[src/rtl/neuron_acc.sv]
// Pipelined signed multiply-accumulate neuron: product, saturating accumulate, shifted/saturated output.
// Optional ReLU on the output stage when NEURON_ACC_RELU_EN is defined.
module neuron_acc #(
  parameter int DATA_WIDTH   = 8,
  parameter int WEIGHT_WIDTH = 8,
  parameter int ACC_WIDTH    = 24,
  parameter int DOUT_WIDTH   = 16,
  parameter int DOUT_SHIFT   = 0
) (
  input  logic                  clk,
  input  logic                  rst_n,
  input  logic [DATA_WIDTH-1:0]   din,
  input  logic [WEIGHT_WIDTH-1:0] weight,
  input  logic                  din_valid,
  input  logic                  din_last,
  output logic [DOUT_WIDTH-1:0] dout,
  output logic                  dout_valid,
  output logic                  sat
);

  localparam int ProdWidth = DATA_WIDTH + WEIGHT_WIDTH;

  localparam logic signed [ACC_WIDTH-1:0] AccMax = {1'b0, {(ACC_WIDTH-1){1'b1}}};
  localparam logic signed [ACC_WIDTH-1:0] AccMin = {1'b1, {(ACC_WIDTH-1){1'b0}}};
  // Output limits expressed at accumulator width so the compare needs no truncation.
  localparam logic signed [ACC_WIDTH-1:0] DoutMax =
    {{(ACC_WIDTH-DOUT_WIDTH+1){1'b0}}, {(DOUT_WIDTH-1){1'b1}}};
  localparam logic signed [ACC_WIDTH-1:0] DoutMin =
    {{(ACC_WIDTH-DOUT_WIDTH+1){1'b1}}, {(DOUT_WIDTH-1){1'b0}}};

  // Stage 1: product register
  logic signed [ProdWidth-1:0] prod_q;
  logic                        prod_valid_q;
  logic                        prod_last_q;

  always_ff @(posedge clk or negedge rst_n) begin
    if (!rst_n) begin
      prod_q       <= '0;
      prod_valid_q <= 1'b0;
      prod_last_q  <= 1'b0;
    end else begin
      prod_valid_q <= din_valid;
      prod_last_q  <= din_valid & din_last;
      if (din_valid) begin
        prod_q <= ProdWidth'($signed(din)) * ProdWidth'($signed(weight));
      end
    end
  end

  // Stage 2: saturating accumulator
  logic signed [ACC_WIDTH-1:0] acc_q, acc_d;
  logic                        acc_sat_q, acc_sat_d;
  logic                        first_q, first_d;
  logic                        done_q;
  logic signed [ACC_WIDTH-1:0] prod_ext;
  logic signed [ACC_WIDTH:0]   sum;

  assign prod_ext = ACC_WIDTH'(prod_q);
  assign sum      = (ACC_WIDTH+1)'(acc_q) + (ACC_WIDTH+1)'(prod_ext);

  always_comb begin
    acc_d     = acc_q;
    acc_sat_d = acc_sat_q;
    first_d   = first_q;
    if (prod_valid_q) begin
      first_d = prod_last_q;
      if (first_q) begin
        acc_d     = prod_ext;
        acc_sat_d = 1'b0;
      end else if (sum[ACC_WIDTH] != sum[ACC_WIDTH-1]) begin
        acc_d     = sum[ACC_WIDTH] ? AccMin : AccMax;
        acc_sat_d = 1'b1;
      end else begin
        acc_d = sum[ACC_WIDTH-1:0];
      end
    end
  end

  always_ff @(posedge clk or negedge rst_n) begin
    if (!rst_n) begin
      acc_q     <= '0;
      acc_sat_q <= 1'b0;
      first_q   <= 1'b1;
      done_q    <= 1'b0;
    end else begin
      acc_q     <= acc_d;
      acc_sat_q <= acc_sat_d;
      first_q   <= first_d;
      done_q    <= prod_valid_q & prod_last_q;
    end
  end

  // Stage 3: shift, saturate to output width, optional ReLU
  logic signed [ACC_WIDTH-1:0] shifted;
  logic [DOUT_WIDTH-1:0]       res;
  logic                        out_sat;
  logic [DOUT_WIDTH-1:0]       dout_q;
  logic                        dout_valid_q;
  logic                        sat_q;

  assign shifted = acc_q >>> DOUT_SHIFT;

  always_comb begin
    out_sat = 1'b0;
    res     = shifted[DOUT_WIDTH-1:0];
    if (shifted > DoutMax) begin
      res     = DoutMax[DOUT_WIDTH-1:0];
      out_sat = 1'b1;
    end else if (shifted < DoutMin) begin
      res     = DoutMin[DOUT_WIDTH-1:0];
      out_sat = 1'b1;
    end
`ifdef NEURON_ACC_RELU_EN
    if (res[DOUT_WIDTH-1]) begin
      res = '0;
    end
`endif
  end

  always_ff @(posedge clk or negedge rst_n) begin
    if (!rst_n) begin
      dout_q       <= '0;
      dout_valid_q <= 1'b0;
      sat_q        <= 1'b0;
    end else begin
      dout_valid_q <= done_q;
      if (done_q) begin
        dout_q <= res;
        sat_q  <= acc_sat_q | out_sat;
      end
    end
  end

  assign dout       = dout_q;
  assign dout_valid = dout_valid_q;
  assign sat        = sat_q;

endmodule

[config.mk]
export PLATFORM = sky130hd
export DESIGN_NAME = neuron_acc
export DESIGN_NICKNAME = d
export VERILOG_FILES = /design/src/rtl/neuron_acc.sv
export SDC_FILE = /design/constraint.sdc
export NUM_CORES = 1
export LEC_CHECK = 0
export ABC_CLOCK_PERIOD_IN_PS = 3650
export BUFFER_PORTS_ARGS = -buffer_cell sky130_fd_sc_hd__buf_2
export CELL_PAD_IN_SITES_DETAIL_PLACEMENT = 1
export CELL_PAD_IN_SITES_GLOBAL_PLACEMENT = 2
export CORE_ASPECT_RATIO = 0.8
export CORE_MARGIN = 1
export CORE_UTILIZATION = 39
export CTS_CLUSTER_DIAMETER = 150
export DETAILED_ROUTE_END_ITERATION = 10
export PLACE_DENSITY_LB_ADDON = 0.1
export SLEW_MARGIN = 30
export SYNTH_ARGS = -nofsm -noshare
export SYNTH_HDL_FRONTEND = slang
export SYNTH_SLANG_ARGS = --single-unit
[constraint.sdc]
create_clock -name clk -period 3.65 [get_ports clk]
set_input_delay 0.5475 -clock clk [delete_from_list [all_inputs] [get_ports clk]]
set_output_delay 0.5475 -clock clk [all_outputs]
set_load 0.01 [all_outputs]
==> impl_metrics.py <==
metrics = {
    "run_status": {
        "outcome": "complete, but fails checks",
        "violations": "setup timing",
    },
    "layout": {
        "fin_util_pct": 49.5,
        "drive_gt1_share_pct": 23.2,
        "final_cell_mix": "inv_1, dfrtp_1, buf_4",
        "stdcell_count": 1030,
        "final_common_cell": "inv_1",
        "area_delta_synth_final_pct": 23.1,
        "nNetsFinal": 939,
        "final_cell_area_um2": 7880,
        "fill_cells": 1872,
        "diodes": 0,
    },
    "die": {
        "dieArea_um2": 16900,
        "die_h_um": 117,
        "core_area_um2": 15900,
        "io_pins": 38,
        "row_count": 41,
        "start_util_pct": 40.2,
        "die_w_um": 145,
    },
    "placement": {
        "routabilityCongestion": 0.861,
        "dp_slack_ns": -1.15,
        "dp_cells": 1008,
        "io_buffer_count": 37,
        "dpl.hpwl_um": 14400,
        "dpl_cell_area_um2": 7250,
    },
    "power_and_ir_drop": {
        "swShare_pct": 47.0,
        "powerDensity_nw_per_um2": 1060,
        "p_leak_nw": 3.67,
        "seqPwrFrac_pct": 16.0,
        "combPwrFrac_pct": 72.4,
        "netSwitchingPower_mw": 3.92,
        "p_clk_share_pct": 11.6,
        "p_total_mw": 8.34,
        "peakVddDrop_mv": 0.560,
        "p_int_mw": 4.42,
    },
    "worst_setup_path": {
        "critical_path_class": "in2reg",
        "crit_path_max_fanout": 5,
        "reg2regPathDepth": 11,
        "crit_required_ns": 3.86,
        "worst_setup_path_end_kind": "flip-flop",
        "r2r_start": "acc_q[0]",
        "crit_path_start": "din[7]",
        "start_kind": "input pin",
        "cp_data_arrival_time_ns": 4.50,
    },
    "timing": {
        "hold_viol_final": 0,
        "worst_pin_slew_ns": 0.828,
        "finalSetupViolations": 8,
        "finalMaxSlewViolations": 0,
        "relSlewSlack_pct": 44.8,
        "holdWs_ns": 0.115,
        "finalCritPeriodShare_pct": 118,
        "setup_tns_ns": -3.58,
        "fmax_mhz": 233,
        "finClkSkew_ns": 0.00623,
        "rsz0062_at_grt": "true",
        "worst_slack_ns": -0.645,
        "fin_crit_ns": 4.30,
    },
    "global_routing": {
        "grt_antenna_before_repair": 0,
        "grt_overflow": 0,
        "grt_max_degree": 51,
        "track_usage_pct": 23.2,
        "first_global_vias": 5852,
        "grt_pass1_wl_um": 30600,
    },
    "yosys": {
        "muxShareOfSynthArea_pct": 2.64,
        "yosysWarnings": 0,
        "synth-edff-count": 0,
        "synth_ff_type": "dfrtp_1",
        "synthAdderAreaFrac_pct": 27.9,
        "synth_area_per_cell_um2": 8.85,
        "synth_async_sr_flop_share_pct": 100,
        "synth.distinct_cells": 57,
        "synth_top_family_by_area": "adder cells",
        "synth_seq_cells": 63,
        "yosysSeqAreaShare_pct": 24.7,
        "syn_area_um2": 6400,
        "synthCells": 723,
        "synth-xor-area-share_pct": 4.11,
        "synth-simple-area-share_pct": 16.9,
        "synth_compound_area_share_pct": 15.7,
        "synth_nets": 852,
    },
    "clocking": {
        "path_clk_slew_ns": 0.06,
        "cts_buffer_depth": 2,
        "clock_sinks": 63,
        "cts_tree": "done",
        "cts_root_buf": "clkbuf_16",
        "clock_latency_ns": 0.34,
        "cts_inserted_buffers": 9,
        "htree_levels": 3,
    },
    "route": {
        "via_per_inst": 5.21,
        "firstDrtPassIters": 4,
        "wl_met1_um": 9510,
        "routedWlPerCell_um": 17.7,
        "highest_layer": "met4",
        "ant_nets": 0,
        "num_vias": 5366,
        "drt-total-wl_um": 18300,
        "wl_met3_um": 463,
        "drt_drc_violations_left": 0,
        "drt_iter0_markers": 208,
        "met2_length_um": 8160,
    },
    "worst_hold_path": {
        "hp-class": "in2async",
    },
    "run": {
        "drv_cap": 0,
    },
}
## repair_timing
item	in CTS	in global routing
resized for setup	32	35
setup endpoints to repair	9	25
buffers inserted	3	3
hold buffers	0	0
pin swaps	23	26
## cell families (layout without fill, tap and decap cells)
| family | Yosys count | after routing |
|---|---|---|
| AOI/OAI and AO/OA | 161 | 161 |
| xor gates and xnor gates | 30 | 30 |
| adders and majority gates | 109 | 109 |
| buffers and inverters | 135 | 227 |
| DFF | 63 | 63 |
| muxes | 15 | 15 |
| and+or+nand+nor | 210 | 210 |
## layer usage
layer / GRT usage, % / vias to the layer above
met1: 33.5 / 2726
met3: 3.32 / 11
met2: 37.3 / 54
met4: 4.21 / 0
li1: - / 2575
met5: 0 / -
## cells in the mapped netlist, drive strengths merged, types with 2 or more instances
| master | n | area (um^2) |
|---|---|---|
| inv | 117 | 439 |
| dfrtp | 62 | 1550 |
| a21oi | 60 | 304 |
| fa | 56 | 1120 |
| ha | 53 | 663 |
| nand2 | 51 | 191 |
| and2 | 47 | 294 |
| nor2 | 40 | 158 |
| o21ai | 38 | 194 |
| xnor2 | 21 | 184 |
| o22ai | 16 | 100 |
| clkbuf | 14 | 53.8 |
| or3 | 14 | 87.6 |
| mux2 | 12 | 135 |
| nand3 | 12 | 60.1 |
| nor2b | 12 | 75.1 |
| a21o | 9 | 67.6 |
| xor2 | 9 | 78.8 |
| nand2b | 8 | 50.1 |
| o211ai | 7 | 52.6 |
| nand4 | 6 | 37.5 |
| a31oi | 5 | 31.3 |
| nor3 | 5 | 25.0 |
| o21a | 5 | 38.8 |
| a211oi | 4 | 40.0 |
| buf | 4 | 27.5 |
| o21bai | 4 | 30.0 |
| o31ai | 4 | 57.6 |
| or2 | 4 | 25.0 |
| mux2i | 3 | 33.8 |
| nand3b | 3 | 22.5 |
| nor4 | 3 | 18.8 |
| a41oi | 2 | 17.5 |
| and3 | 2 | 12.5 |
## state kept, by name (all words and copies together), names as in the netlist
name,cells
prod_q,16
prod_last_q,1
dout,16
first_q,1
sat,1
done_q,1
acc_sat_q,1
prod_valid_q,1
acc_q,24
dout_valid,1
## power by group through the flow
| stage | clock network (mW) | logic (mW) | registers (mW) |
|---|---|---|---|
| 2_1_floorplan | 0 | 3.89 | 1.24 |
| 3_3_place_gp | 0 | 5.29 | 1.33 |
| 3_5_place_dp | 0 | 5.46 | 1.34 |
| 4_1_cts | 0.987 | 5.70 | 1.33 |
| 5_1_grt | 1.01 | 6.74 | 1.37 |
| 6_report | 0.969 | 6.04 | 1.33 |
## worst paths after layout
| kind | endpoint | slack, ns |
|---|---|---|
| setup / recovery | prod_q[14] | -0.65 |
| hold / removal | acc_q[21] | 0.11 |
| setup reg to reg | acc_q[1] | 0.31 |
| hold reg to reg | dout[15] | 0.51 |
| max in group asynchronous | acc_q[9] | 2.53 |
| min in group clk | prod_last_q | 0.42 |
## worst max-delay path: stages
cell	delay (ns)
buf_4	0.13
buf_4	0.15
and2_1	0.19
fa_1	0.56
fa_1	0.45
fa_1	0.55
inv_1	0.05
fa_1	0.53
inv_1	0.04
ha_1	0.29
a21boi_2	0.17
o211ai_1	0.23
a21oi_1	0.10
or4b_1	0.49
## final cells by class
| cell class | instances | area [um^2] | area share [%] |
|---|---|---|---|
| clock inverters | 4 | 77.6 | 0.985 |
| multi-input cells | 525 | 4580 | 58.2 |
| flip-flops and latches | 63 | 1580 | 20.0 |
| inverters | 117 | 439 | 5.57 |
| clock buffers | 12 | 256 | 3.26 |
| well taps | 215 | 269 | 3.41 |
| repair buffers | 94 | 676 | 8.58 |
Note: power is estimated with default switching activity, not from simulation.
